==> src/rtl/xor_decifrador_16bit.sv <==
// Receive-side XOR stream decryptor: ciphertext ^ Galois LFSR keystream, registered
// onto a valid/ready output, with the keystream resyncing to the seed every block_len words.
//
// state     | meaning
// sem_chave | no key loaded, input side closed
// ativo     | key loaded, words are decrypted
module xor_decifrador_16bit #(
   parameter int                WIDTH     = 16,
   parameter logic [WIDTH-1:0]  TAPS      = 16'hB400,
   parameter int                BLOCK_LEN = 8
) (
   input  logic             clk,
   input  logic             rst,
   input  logic             chave_load,
   input  logic [WIDTH-1:0] chave,
   input  logic             ent_valid,
   output logic             ent_pronto,
   input  logic [WIDTH-1:0] ent_dado,
   output logic             sai_valid,
   input  logic             sai_pronto,
   output logic [WIDTH-1:0] sai_dado,
   output logic             bloco_fim
);

   localparam int CW = (BLOCK_LEN > 1) ? $clog2(BLOCK_LEN) : 1;
   localparam logic [CW-1:0] CNT_LAST = CW'(BLOCK_LEN - 1);

   typedef enum logic {
      SEM_CHAVE = 1'b0,
      ATIVO     = 1'b1
   } state_t;

   state_t           state, state_nxt;
   logic [WIDTH-1:0] lfsr, seed, chave_eff, lfsr_nxt;
   logic [CW-1:0]    cnt;
   logic             accept, ultimo;

   always_ff @(posedge clk or posedge rst) begin
      if (rst) state <= SEM_CHAVE;
      else     state <= state_nxt;
   end

   always_comb begin
      state_nxt  = state;
      ent_pronto = 1'b0;
      if (chave_load) state_nxt = ATIVO;
      if ((state == ATIVO) && !chave_load && (!sai_valid || sai_pronto))
         ent_pronto = 1'b1;
   end

   // An all-zero seed would lock the LFSR at zero, so it is replaced by 1.
   assign chave_eff = (chave == '0) ? WIDTH'(1) : chave;
   assign lfsr_nxt  = {1'b0, lfsr[WIDTH-1:1]} ^ (lfsr[0] ? TAPS : '0);
   assign accept    = ent_valid & ent_pronto;
   assign ultimo    = (cnt == CNT_LAST);

   always_ff @(posedge clk or posedge rst) begin
      if (rst) begin
         lfsr      <= '0;
         seed      <= '0;
         cnt       <= '0;
         sai_valid <= 1'b0;
         sai_dado  <= '0;
         bloco_fim <= 1'b0;
      end else if (chave_load) begin
         seed      <= chave_eff;
         lfsr      <= chave_eff;
         cnt       <= '0;
         sai_valid <= 1'b0;
         bloco_fim <= 1'b0;
      end else if (accept) begin
         sai_dado  <= ent_dado ^ lfsr;
         sai_valid <= 1'b1;
         bloco_fim <= ultimo;
         if (ultimo) begin
            cnt  <= '0;
            lfsr <= seed;
         end else begin
            cnt  <= cnt + CW'(1);
            lfsr <= lfsr_nxt;
         end
      end else if (sai_valid && sai_pronto) begin
         sai_valid <= 1'b0;
      end
   end

endmodule

==> config.mk <==
export PLATFORM = sky130hd
export DESIGN_NAME = xor_decifrador_16bit
export DESIGN_NICKNAME = d
export VERILOG_FILES = /design/src/rtl/xor_decifrador_16bit.sv
export SDC_FILE = /design/constraint.sdc
export NUM_CORES = 1
export LEC_CHECK = 0
export ABC_AREA = 1
export BUFFER_PORTS_ARGS = -buffer_cell sky130_fd_sc_hd__buf_2
export CORE_MARGIN = 3
export CORE_UTILIZATION = 45
export CTS_BUF_LIST = sky130_fd_sc_hd__clkbuf_16
export CTS_CLUSTER_DIAMETER = 100
export CTS_CLUSTER_SIZE = 30
export DETAILED_ROUTE_END_ITERATION = 8
export GPL_TIMING_DRIVEN = 0
export PLACE_DENSITY = 0.8
export SLEW_MARGIN = 20
export SYNTH_ARGS = -nofsm -noshare
export SYNTH_HDL_FRONTEND = slang
export SYNTH_SLANG_ARGS = --single-unit
export TNS_END_PERCENT = 50
==> constraint.sdc <==
create_clock -name clk -period 2.21 [get_ports clk]
set_input_delay 0.442 -clock clk [delete_from_list [all_inputs] [get_ports clk]]
set_output_delay 0.442 -clock clk [all_outputs]
set_load 0.01 [all_outputs]
After elaboration in Yosys (flattened, before gate mapping) --
Index checks and enable logic that the tools add are counted.
Operators by class: $add $sub $neg 1, equal/unequal tests 1, muxes and demuxes 14, bitwise gates (word level) 4, reduce and logical (&&, ||, !) cells 10
Operator list (count):
- $mux W16 | 5
- $logic_not A16 Y1 | 1
- $xor A15 B16 Y16 | 1
- $xor A16 B16 Y16 | 1
- $mux W3 | 3
- $mux W1 | 6
- $add A3 B1 Y3 const B | 1
- $eq A3 B3 Y1 const B | 1
- $logic_and A1 B1 Y1 | 3
- $reduce_bool A3 Y1 | 1
- $logic_not A1 Y1 | 2
- $reduce_and A2 Y1 | 1
- $reduce_bool A2 Y1 | 1
- $and A1 B1 Y1 | 1
- $logic_or A1 B1 Y1 | 1
- $not A1 Y1 | 1
Storage, ports and cells: bits in registers 54, bits of input ports 37, output and inout port bits 19, word-level logic and storage cells 37

Logic depth before layout (Yosys ltp) --
Gate-level depths: netlist of run 1.
depth in word-level cells 7, depth in mapped cells 11, depth with buffers taken out 9

Worst setup path after synthesis of run 1 --
Ideal clock, no wire load.
path kind flip-flop to flip-flop, start register cnt[0], end register lfsr[2], library setup time 0.124 ns, arrival time 1.395 ns, required time 2.086 ns, setup slack 0.691 ns, stages on the path, launching flop included 9, path buffers 2, clock period less this slack 1.519 ns, cells stage by stage dfrtp_1 ha_1 ha_1 buf_2 buf_2 nand2_1 nand2_1 a21boi_0 o21ai_2
On the way: longest elaborated chain between the ends 4
Ends and longest elaborated chain:
- start: declaration | line 35 | logic [CW-1:0] cnt;
- start signal: assignment | line 79 | cnt <= cnt + CW'(1);
- $eq A3 B3 Y1 | line 55 | assign ultimo = (cnt == CNT_LAST);
- $mux W16 | line 75 | if (ultimo) begin
- $mux W16 | line 71 | end else if (accept) begin
- $mux W16 | line 65 | end else if (chave_load) begin
- end signal: assignment | line 67 | lfsr <= chave_eff;
- end signal: assignment | line 80 | lfsr <= lfsr_nxt;
- end: declaration | line 34 | logic [WIDTH-1:0] lfsr, seed, chave_eff, lfsr_nxt;
Every way passes these cells. The select of a mux whose other input is x is not followed. A chain may end at the register's enable or synchronous reset.

Final worst setup path of run 1 --
start register cnt[0], end register lfsr[10]
Same word-level chain as after synthesis.

==> results of run 1 <==
==> cells by family (layout without fill, tap and decap cells) <==
family                   count (synthesis)  in the layout  synth area share [%]
adder cells (fa/ha/maj)                  2              2                 0.941
XOR/XNOR                                16             16                  5.27
AND/OR/NAND/NOR                        168            168                  25.8
AO/OA/AOI/OAI                           47             47                  10.8
flip-flops                              54             54                  50.8
buffers and inverters                   34             96                  6.36
==> Yosys cell counts, types with 2 or more instances <==
| cell type | number |
|---|---|
| sky130_fd_sc_hd__nand2_1 | 143 |
| sky130_fd_sc_hd__o21ai_2 | 8 |
| sky130_fd_sc_hd__o21ai_0 | 26 |
| sky130_fd_sc_hd__buf_4 | 2 |
| sky130_fd_sc_hd__buf_6 | 3 |
| sky130_fd_sc_hd__ha_1 | 2 |
| sky130_fd_sc_hd__dfrtp_1 | 54 |
| sky130_fd_sc_hd__buf_2 | 5 |
| sky130_fd_sc_hd__inv_2 | 2 |
| sky130_fd_sc_hd__inv_1 | 17 |
| sky130_fd_sc_hd__clkbuf_2 | 2 |
| sky130_fd_sc_hd__nor2_1 | 10 |
| sky130_fd_sc_hd__clkbuf_1 | 2 |
| sky130_fd_sc_hd__nand3_1 | 10 |
| sky130_fd_sc_hd__xnor2_1 | 16 |
| sky130_fd_sc_hd__a21oi_1 | 4 |
| sky130_fd_sc_hd__a21boi_0 | 8 |
==> report_power, final <==
part           internal [mW]  switching (mW)  total, mW
combinational          0.219           0.279      0.497
clock                  0.524           0.326      0.851
sequential              1.13          0.0970       1.22
==> metrics by stage <==
| step | hold slack, ns | setup WS (ns) | TNS, ns | power, mW |
|---|---|---|---|---|
| floorplan | 0.442 | 0.453 | 0 | 1.54 |
| global placement | 0.455 | -0.147 | -7.88 | 1.71 |
| detailed placement | 0.458 | 0.497 | 0 | 1.74 |
| CTS | 0.210 | 0.476 | 0 | 2.58 |
| global route | 0.240 | 0.347 | 0 | 2.71 |
| finish | 0.195 | 0.468 | 0 | 2.57 |
==> critical path: stages (launching register included) <==
cell,delay (ns)
sky130_fd_sc_hd__dfrtp_1,0.38
sky130_fd_sc_hd__ha_1,0.20
sky130_fd_sc_hd__ha_1,0.18
sky130_fd_sc_hd__buf_2,0.17
sky130_fd_sc_hd__inv_2,0.14
sky130_fd_sc_hd__buf_4,0.19
sky130_fd_sc_hd__nand3_1,0.09
sky130_fd_sc_hd__nand3_1,0.07
sky130_fd_sc_hd__nand2_1,0.06
sky130_fd_sc_hd__nand2_1,0.08
sky130_fd_sc_hd__nand2_1,0.06
==> worst paths after layout <==
| kind | from | endpoint | depth (start not counted) |
|---|---|---|---|
| min in group clk | chave[8] | seed[8] | 3 |
| worst max-delay path | cnt[0] | lfsr[10] | 10 |
| worst min-delay path | rst | sai_dado[5] | 2 |
| worst min register to register | seed[3] | seed[3] | 2 |
| worst max register to register | cnt[0] | lfsr[10] | 10 |
| max in group asynchronous | rst | seed[13] | 3 |
==> registers in the layout, summed over array words and instances, names as in the netlist <==
name and flops:
lfsr 16, sai_dado 16, seed 16, cnt 3, bloco_fim 1, sai_valid 1
state 1
==> final cells by class <==
cell class | instances | area, um2
fillers | 512 | 2410
flip-flops and latches | 54 | 1350
multi-input cells | 233 | 1140
repair buffers | 55 | 290
clock buffers | 5 | 125
plain buffers | 14 | 91.3
well taps | 72 | 90.1
inverters | 20 | 77.6
clock inverters | 2 | 33.8
==> routing by layer <==
| layer | up-vias | track usage, % | routed length (um) |
|---|---|---|---|
| met1 | 1068 | 24.0 | 2660 |
| met5 | - | 0 | 0 |
| met2 | 67 | 30.4 | 2880 |
| li1 | 1126 | - | - |
| met3 | 7 | 3.27 | 332 |
| met4 | 0 | 5.35 | 91 |
==> results.py, run 1 <==
metrics = {
    "floorplanning": {
        "die_outline_height_um": 82.9,
        "die_width_um": 82.9,
        "floorplan.rows": 27,
        "fp.dieArea_um2": 6860,
        "core_area_um2": 5610,
        "i_o_pin_total": 56,
        "initial_utilization_pct": 47.4,
    },
    "clocking": {
        "clock_tree.buffer_depth": 2,
        "postCtsResizedCells": 0,
        "tritoncts_num_sinks": 54,
        "post_cts.repair.setup_buffers": 0,
        "cts-hold-fix-buffers": 0,
        "cts-buffers-inserted": 5,
        "path_clk_slew_ns": 0.07,
        "h-tree-depth": 2,
        "clockRootBuffer": "sky130_fd_sc_hd__clkbuf_16",
        "cts_tree": "built",
        "skew_pair_late_insertion_delay_ns": 0.29,
    },
    "routing": {
        "viasPerCell": 4.98,
        "routed_wirelength_mm": 5.97,
        "dr_total_vias": 2268,
        "per_cell_routed_wire_length_um": 13.1,
        "drt_drc_violations_left": 0,
        "ant_nets": 0,
        "first_pass_iters": 4,
        "drt_iter0_markers": 119,
    },
    "critical_path": {
        "critical_path.endpoint_type": "register",
        "timing.reg2reg.setup_slack_ns": 0.47,
        "setup.worst_path.class": "reg2reg",
        "startpoint_type": "register",
        "critical_path_arrival_ns": 1.92,
        "worstPathRequired_ns": 2.39,
        "crit_path_max_fanout": 10,
    },
    "final_layout": {
        "areaGrowthSynthToFinish_pct": 20.3,
        "layout.cells.non_filler": 455,
        "final_layout_size_suffix_gt1_share_pct": 23.2,
        "postLayoutCellArea_um2": 3200,
        "layout.core_utilization_pct": 57.0,
        "final_common_cell": "sky130_fd_sc_hd__nand2_1",
        "finish.net_count": 422,
        "mostFrequentLayoutCells": "143 x sky130_fd_sc_hd__nand2_1, 59 x sky130_fd_sc_hd__buf_2, 54 x sky130_fd_sc_hd__dfrtp_1",
        "diodes": 0,
    },
    "placed_design": {
        "numPortBuffers": 54,
        "gp_congestion": 0.832,
        "numPlacedInstances": 448,
        "post-dp-hpwl_mm": 4.53,
        "dpl_cell_area_um2": 3040,
    },
    "synthesis": {
        "synth-seq-area-share_pct": 50.8,
        "number_of_register_bits_inferred_by_synthesis": 54,
        "syn-cell-area_um2": 2660,
        "asyncSetResetFlopFracSynth_pct": 100,
        "postSynthNetCount": 360,
        "synth_area_per_cell_um2": 8.28,
        "syn-instance-count": 321,
        "ys.warnings.count": 0,
        "distinct_cells_synth": 24,
        "synth_top_area_cell": "sky130_fd_sc_hd__dfrtp_1",
        "ys.flop_type": "sky130_fd_sc_hd__dfrtp_1",
        "synth_top_area_share_pct": 50.8,
        "synthTopCellsByArea": "sky130_fd_sc_hd__dfrtp_1 51%, sky130_fd_sc_hd__nand2_1 20%, sky130_fd_sc_hd__xnor2_1 5.3%",
        "synth_edf_count": 0,
    },
    "global_route": {
        "first_global_vias": 2245,
        "global_route.overflow_total": 0,
        "grt_antenna_before_repair": 0,
        "track_usage_pct": 18.1,
        "grt_pass1_wl_mm": 10.4,
        "grt_max_degree": 31,
    },
    "sta": {
        "finalMaxSlewViolations": 0,
        "fmax_mhz": 574,
        "max-slew-margin-rel_pct": 63.6,
        "final_min_period_over_clock_period_pct": 78.8,
        "timing.final.crit_period_ns": 1.74,
        "rsz0062_at_grt": "no",
        "final_hold_viol_count": 0,
        "timing_worst_slew_pin_value_ns": 0.545,
        "clock-skew-final_ns": 0.00513,
        "finalSetupViolations": 0,
    },
    "flow_run": {
        "drv_cap": 0,
    },
    "min_path": {
        "min_path_type": "in2async",
    },
    "power": {
        "vdd_drop_max_mv": 0.335,
        "p_leak_nw": 1.70,
        "power_density_nw_per_um2": 804,
    },
    "run_status": {
        "run_status": "completed",
    },
}
Power figures use the tool's default switching activity.
==> run 2: changes to the inputs <==
--- a/config.mk
+++ b/config.mk
@@ -14,7 +14,7 @@
 export CTS_CLUSTER_SIZE = 30
 export DETAILED_ROUTE_END_ITERATION = 8
 export GPL_TIMING_DRIVEN = 0
-export PLACE_DENSITY = 0.8
+export PLACE_DENSITY = 0.82
 export SLEW_MARGIN = 20
 export SYNTH_ARGS = -nofsm -noshare
 export SYNTH_HDL_FRONTEND = slang
==> constraint.sdc (replaced) <==
create_clock -name clk -period 1.5 [get_ports clk]
set_input_delay 0.3 -clock clk [delete_from_list [all_inputs] [get_ports clk]]
set_output_delay 0.3 -clock clk [all_outputs]
set_load 0.01 [all_outputs]
==> results.py, run 2 (synthesis gave the netlist of run 1 again) <==
metrics = {
    "global_route": {
        "grt_pass1_wl_mm": 10.1,
        "first_global_vias": 2202,
        "grt_max_degree": 55,
        "grt_antenna_before_repair": 0,
        "global_route.overflow_total": 0,
        "track_usage_pct": 17.6,
    },
    "clocking": {
        "clock_tree.buffer_depth": 2,
        "path_clk_slew_ns": 0.07,
        "cts-hold-fix-buffers": 0,
        "tritoncts_num_sinks": 54,
        "cts-buffers-inserted": 5,
        "cts_tree": "built",
        "skew_pair_late_insertion_delay_ns": 0.29,
        "clockRootBuffer": "sky130_fd_sc_hd__clkbuf_16",
        "h-tree-depth": 2,
    },
    "final_layout": {
        "final.fill_count": 487,
        "diodes": 0,
        "mostFrequentLayoutCells": "142 x sky130_fd_sc_hd__nand2_1, 57 x sky130_fd_sc_hd__buf_2, 54 x sky130_fd_sc_hd__dfrtp_1",
        "largestRegisters": "lfsr x16, sai_dado x16, seed x16",
        "multiInputGateArea_um2": 1160,
        "areaGrowthSynthToFinish_pct": 22.0,
        "final_common_cell": "sky130_fd_sc_hd__nand2_1",
        "layout.cells.non_filler": 456,
        "register_area_um2": 1350,
        "finish.net_count": 422,
        "final_layout_size_suffix_gt1_share_pct": 24.7,
    },
    "sta": {
        "final_min_period_over_clock_period_pct": 97.3,
        "final_hold_viol_count": 0,
        "max-slew-margin-rel_pct": 70.3,
        "fin_hold_ws_ns": 0.00401,
        "fmax_mhz": 685,
        "timing_worst_slew_pin_value_ns": 0.446,
        "finalMaxSlewViolations": 0,
        "timing.final.crit_period_ns": 1.46,
        "tns_ns": 0,
        "finalSetupViolations": 0,
        "rsz0062_at_grt": "yes",
        "clock-skew-final_ns": 0.00641,
    },
    "routing": {
        "drt_drc_violations_left": 0,
        "per_cell_routed_wire_length_um": 12.9,
        "dr_total_vias": 2260,
        "routed_wirelength_mm": 5.88,
        "viasPerCell": 4.96,
        "drt_iter0_markers": 195,
        "ant_nets": 0,
        "first_pass_iters": 5,
    },
    "placed_design": {
        "numPlacedInstances": 447,
        "post-dp-hpwl_mm": 4.34,
        "numPortBuffers": 54,
        "gp_congestion": 0.817,
    },
    "floorplanning": {
        "initial_utilization_pct": 47.4,
        "floorplan.rows": 27,
        "i_o_pin_total": 56,
        "die_outline_height_um": 82.9,
        "die_width_um": 82.9,
        "fp.dieArea_um2": 6860,
        "core_area_um2": 5610,
    },
    "power": {
        "vdd_drop_max_mv": 0.619,
        "p_int_mw": 2.76,
        "net-switching-power_mw": 1.03,
        "power.share.switching_pct": 27.1,
        "part_of_the_power_in_combinational_logic_pct": 19.6,
        "sequential_share_of_power_pct": 47.4,
        "clkPwrFrac_pct": 33.0,
        "p_leak_nw": 1.71,
        "power_density_nw_per_um2": 1170,
    },
    "critical_path": {
        "crit_path_max_fanout": 4,
        "critical_path_arrival_ns": 1.16,
        "setup.worst_path.class": "reg2out",
        "timing.reg2reg.setup_slack_ns": 0.07,
        "worstPathRequired_ns": 1.20,
        "startpoint_type": "register",
        "critical_path.endpoint_type": "output pin",
        "reg2reg_depth": 7,
        "worstReg2RegStart": "cnt[0]",
        "critical_path.reg2reg.endpoint": "lfsr[4]",
    },
    "flow_run": {
        "drv_cap": 0,
    },
    "min_path": {
        "min_path_type": "in2async",
    },
    "run_status": {
        "run_status": "completed",
    },
}
==> run 2: cell types whose count changed in the layout (fill, tap and decap cells not counted), sizes merged <==
| cell | before | now |
|---|---|---|
| inv | 20 | 21 |
| clkinvlp | 0 | 1 |
| clkinv | 1 | 0 |
==> run 2: metal layers <==
| layer | wire, um | track usage, % | vias up |
|---|---|---|---|
| met4 | 59 | 5.35 | 0 |
| met5 | 0 | 0 | - |
| met1 | 2650 | 23.2 | 1049 |
| met3 | 345 | 4.17 | 6 |
| met2 | 2820 | 28.7 | 73 |
| li1 | - | - | 1132 |
==> run 2: metrics by stage <==
step / setup WS, ns / util, % / cell area (um2) / power [mW]
floorplan: -0.0189 / - / 2660 / 2.27
global placement: -0.187 / 53.9 / 3020 / 2.51
detailed placement: -0.202 / 53.9 / 3020 / 2.55
CTS: 0.0100 / 57.4 / 3220 / 3.80
global route: -0.0134 / 57.8 / 3240 / 3.98
finish: 0.0405 / 57.8 / 3240 / 3.79
==> run 2: how the worst max path moves through the flow <==
| stage | start | endpoint | slack [ns] | cells after the start |
|---|---|---|---|---|
| 2_1_floorplan | cnt[0] | lfsr[2] | -0.02 | 8 |
| 3_3_place_gp | cnt[0] | lfsr[10] | -0.19 | 10 |
| 3_5_place_dp | cnt[0] | lfsr[1] | -0.20 | 8 |
| 4_1_cts | state | ent_pronto | 0.01 | 4 |
| 5_1_grt | state | ent_pronto | -0.01 | 4 |
| 6_report | state | ent_pronto | 0.04 | 4 |
==> run 2: worst max-delay path, cell delays in order, from the launching register on <==
cell and delay, ns:
sky130_fd_sc_hd__dfrtp_1 0.33, sky130_fd_sc_hd__inv_1 0.07, sky130_fd_sc_hd__nor2_4 0.13, sky130_fd_sc_hd__and2_2 0.20, sky130_fd_sc_hd__buf_2 0.14
==> run 2: timing repair <==
action | 4_1_cts | 5_1_grt
pin swaps | 1 | 2
gates resized for setup | 9 | 11
buffers inserted | 2 | 0
setup endpoints to repair | 16 | 13
==> run 2: power by group through the flow <==
| stage | registers (mW) | logic (mW) | clock network [mW] |
|---|---|---|---|
| after floorplan | 1.84 | 0.428 | 0 |
| after global placement | 1.81 | 0.703 | 0 |
| after detailed placement | 1.82 | 0.729 | 0 |
| after CTS | 1.79 | 0.738 | 1.27 |
| after global routing | 1.82 | 0.846 | 1.32 |
| final | 1.80 | 0.742 | 1.25 |
==> run 2: cell type report <==
class                           instances  share of cell area [%]
Clock inverter                          3                    1.16
Timing Repair Buffer                   57                    9.42
Buffer                                 12                    2.62
Inverter                               20                    2.59
Clock buffer                            5                    3.86
Multi-Input combinational cell        233                    35.9
Sequential cell                        54                    41.7
Tap cell                               72                    2.78
==> run 3: changes to the inputs <==
--- a/config.mk
+++ b/config.mk
@@ -7,14 +7,16 @@
 export LEC_CHECK = 0
 export ABC_AREA = 1
 export BUFFER_PORTS_ARGS = -buffer_cell sky130_fd_sc_hd__buf_2
+export CELL_PAD_IN_SITES_DETAIL_PLACEMENT = 0
+export CELL_PAD_IN_SITES_GLOBAL_PLACEMENT = 2
 export CORE_MARGIN = 3
-export CORE_UTILIZATION = 45
+export CORE_UTILIZATION = 28
 export CTS_BUF_LIST = sky130_fd_sc_hd__clkbuf_16
 export CTS_CLUSTER_DIAMETER = 100
 export CTS_CLUSTER_SIZE = 30
 export DETAILED_ROUTE_END_ITERATION = 8
 export GPL_TIMING_DRIVEN = 0
-export PLACE_DENSITY = 0.82
+export PLACE_DENSITY_LB_ADDON = 0.1
 export SLEW_MARGIN = 20
 export SYNTH_ARGS = -nofsm -noshare
 export SYNTH_HDL_FRONTEND = slang
==> results.py, run 3 (synthesis gave the netlist of run 1 again) <==
metrics = {
    "floorplanning": {
        "initial_utilization_pct": 29.6,
        "die_width_um": 103,
        "fp.dieArea_um2": 10700,
        "die_outline_height_um": 103,
        "i_o_pin_total": 56,
        "floorplan.rows": 34,
        "core_area_um2": 8980,
    },
    "flow_run": {
        "drv_cap": 0,
    },
    "critical_path": {
        "critical_path_arrival_ns": 1.70,
        "setup.worst_path.class": "reg2reg",
        "worstPathRequired_ns": 1.68,
        "crit_path_max_fanout": 8,
        "critical_path.endpoint_type": "register",
        "startpoint_type": "register",
    },
    "final_layout": {
        "diodes": 0,
        "finish.net_count": 429,
        "final_layout_size_suffix_gt1_share_pct": 28.9,
        "largestRegisters": "lfsr x16, sai_dado x16, seed x16",
        "mostFrequentLayoutCells": "139 x sky130_fd_sc_hd__nand2_1, 57 x sky130_fd_sc_hd__buf_2, 54 x sky130_fd_sc_hd__dfrtp_1",
        "areaGrowthSynthToFinish_pct": 28.8,
        "final_common_cell": "sky130_fd_sc_hd__nand2_1",
    },
    "routing": {
        "per_cell_routed_wire_length_um": 13.8,
        "routed_wirelength_mm": 7.16,
        "drt_drc_violations_left": 0,
        "viasPerCell": 4.31,
        "first_pass_iters": 4,
        "ant_nets": 0,
        "dr_total_vias": 2227,
        "drt_iter0_markers": 93,
    },
    "sta": {
        "timing_worst_slew_pin_value_ns": 0.705,
        "tns_ns": -0.0326,
        "final_hold_viol_count": 0,
        "finalSetupViolations": 3,
        "finalMaxSlewViolations": 0,
        "timing.final.crit_period_ns": 1.52,
        "max-slew-margin-rel_pct": 52.9,
        "final_min_period_over_clock_period_pct": 101,
        "final_critical_path_setup_slack_ns": -0.0159,
        "clock-skew-final_ns": 0.00755,
        "rsz0062_at_grt": "yes",
        "fmax_mhz": 660,
    },
    "clocking": {
        "clockRootBuffer": "sky130_fd_sc_hd__clkbuf_16",
        "tritoncts_num_sinks": 54,
        "cts-buffers-inserted": 5,
        "path_clk_slew_ns": 0.07,
        "cts-hold-fix-buffers": 0,
        "cts_tree": "built",
        "skew_pair_late_insertion_delay_ns": 0.29,
        "clock_tree.buffer_depth": 2,
        "h-tree-depth": 2,
    },
    "placed_design": {
        "post-dp-hpwl_mm": 5.20,
        "gp_congestion": 0.731,
        "place_ws_ns": -0.302,
        "numPortBuffers": 54,
    },
    "power": {
        "part_of_the_power_in_combinational_logic_pct": 20.9,
        "p_leak_nw": 1.76,
        "vdd_drop_max_mv": 0.394,
        "net-switching-power_mw": 1.09,
        "power_density_nw_per_um2": 1080,
        "power.share.switching_pct": 29.6,
        "sequential_share_of_power_pct": 48.7,
        "p_int_mw": 2.61,
        "clkPwrFrac_pct": 30.4,
    },
    "global_route": {
        "global_route.overflow_total": 0,
        "first_global_vias": 2156,
        "track_usage_pct": 14.3,
        "grt_pass1_wl_mm": 11.7,
        "grt_antenna_before_repair": 0,
        "grt_max_degree": 31,
    },
    "min_path": {
        "min_path_type": "in2async",
    },
    "run_status": {
        "failed_checks": "negative setup slack",
        "run_status": "complete, but fails checks",
    },
}
run 3: cell types whose count changed in the layout (fill, tap and decap cells not counted), sizes merged:
cell    before  now
clkinv       0    2
bufinv       1    0
inv         21   20
buf         65   71
clkbuf       9   10
run 3: metrics by stage:
step	total power [mW]	hold slack, ns	cell area, um2	utilization (%)	std cells
after global routing	3.93	0.172	3420	38.1	517
after detailed placement	2.58	0.444	3110	34.6	502
after CTS	3.73	0.131	3310	36.9	514
final	3.70	0.114	3420	38.1	517
after floorplan	2.27	0.368	2660	-	321
after global placement	2.56	0.455	3090	34.4	501
run 3: path summary, 6_finish.rpt:
path / startpoint / to / slack [ns] / cells after the start
max in group asynchronous: rst / state / 0.82 / 3
min reg2reg: seed[15] / seed[15] / 0.47 / 2
max: cnt[1] / lfsr[10] / -0.02 / 10
max reg2reg: cnt[1] / lfsr[10] / -0.02 / 10
min in group clk: chave[11] / seed[11] / 0.26 / 3
min: rst / lfsr[4] / 0.11 / 2
run 3: cell type report:
cell class,instances,area (um2)
plain buffers,14,119
multi-input cells,233,1200
flip-flops and latches,54,1350
clock buffers,5,125
fillers,975,5550
clock inverters,3,12.5
well taps,126,158
inverters,20,88.8
repair buffers,62,364
run 3: what timing repair did:
action                                  in CTS  in global routing
setup buffers                                4                  2
pin swaps                                    1                  7
gates cloned                                 0                  1
endpoints found under the setup margin      19                 17
gates resized for setup                     17                 25
run 3: power by group through the flow:
stage | clock (mW) | sequential, mW | combinational, mW
2_1_floorplan | 0 | 1.84 | 0.428
3_3_place_gp | 0 | 1.83 | 0.736
3_5_place_dp | 0 | 1.83 | 0.750
4_1_cts | 1.17 | 1.80 | 0.761
5_1_grt | 1.21 | 1.83 | 0.891
6_report | 1.13 | 1.80 | 0.772
run 3: layer usage:
metal  GRT usage [%]  share of wire [%]
met5               0                  0
met4            2.99               0.68
met3            2.68                5.9
met2            20.0                 41
met1            22.6                 52
run 3: critical path, cell delays in order (launching register included):
cell and delay [ns]:
sky130_fd_sc_hd__dfrtp_1 0.38, sky130_fd_sc_hd__ha_2 0.20, sky130_fd_sc_hd__ha_4 0.16, sky130_fd_sc_hd__buf_8 0.14
sky130_fd_sc_hd__inv_8 0.08, sky130_fd_sc_hd__buf_8 0.11, sky130_fd_sc_hd__nand3_1 0.10, sky130_fd_sc_hd__nand3_2 0.07
sky130_fd_sc_hd__nand2_1 0.04, sky130_fd_sc_hd__nand2_1 0.07, sky130_fd_sc_hd__nand2_1 0.06
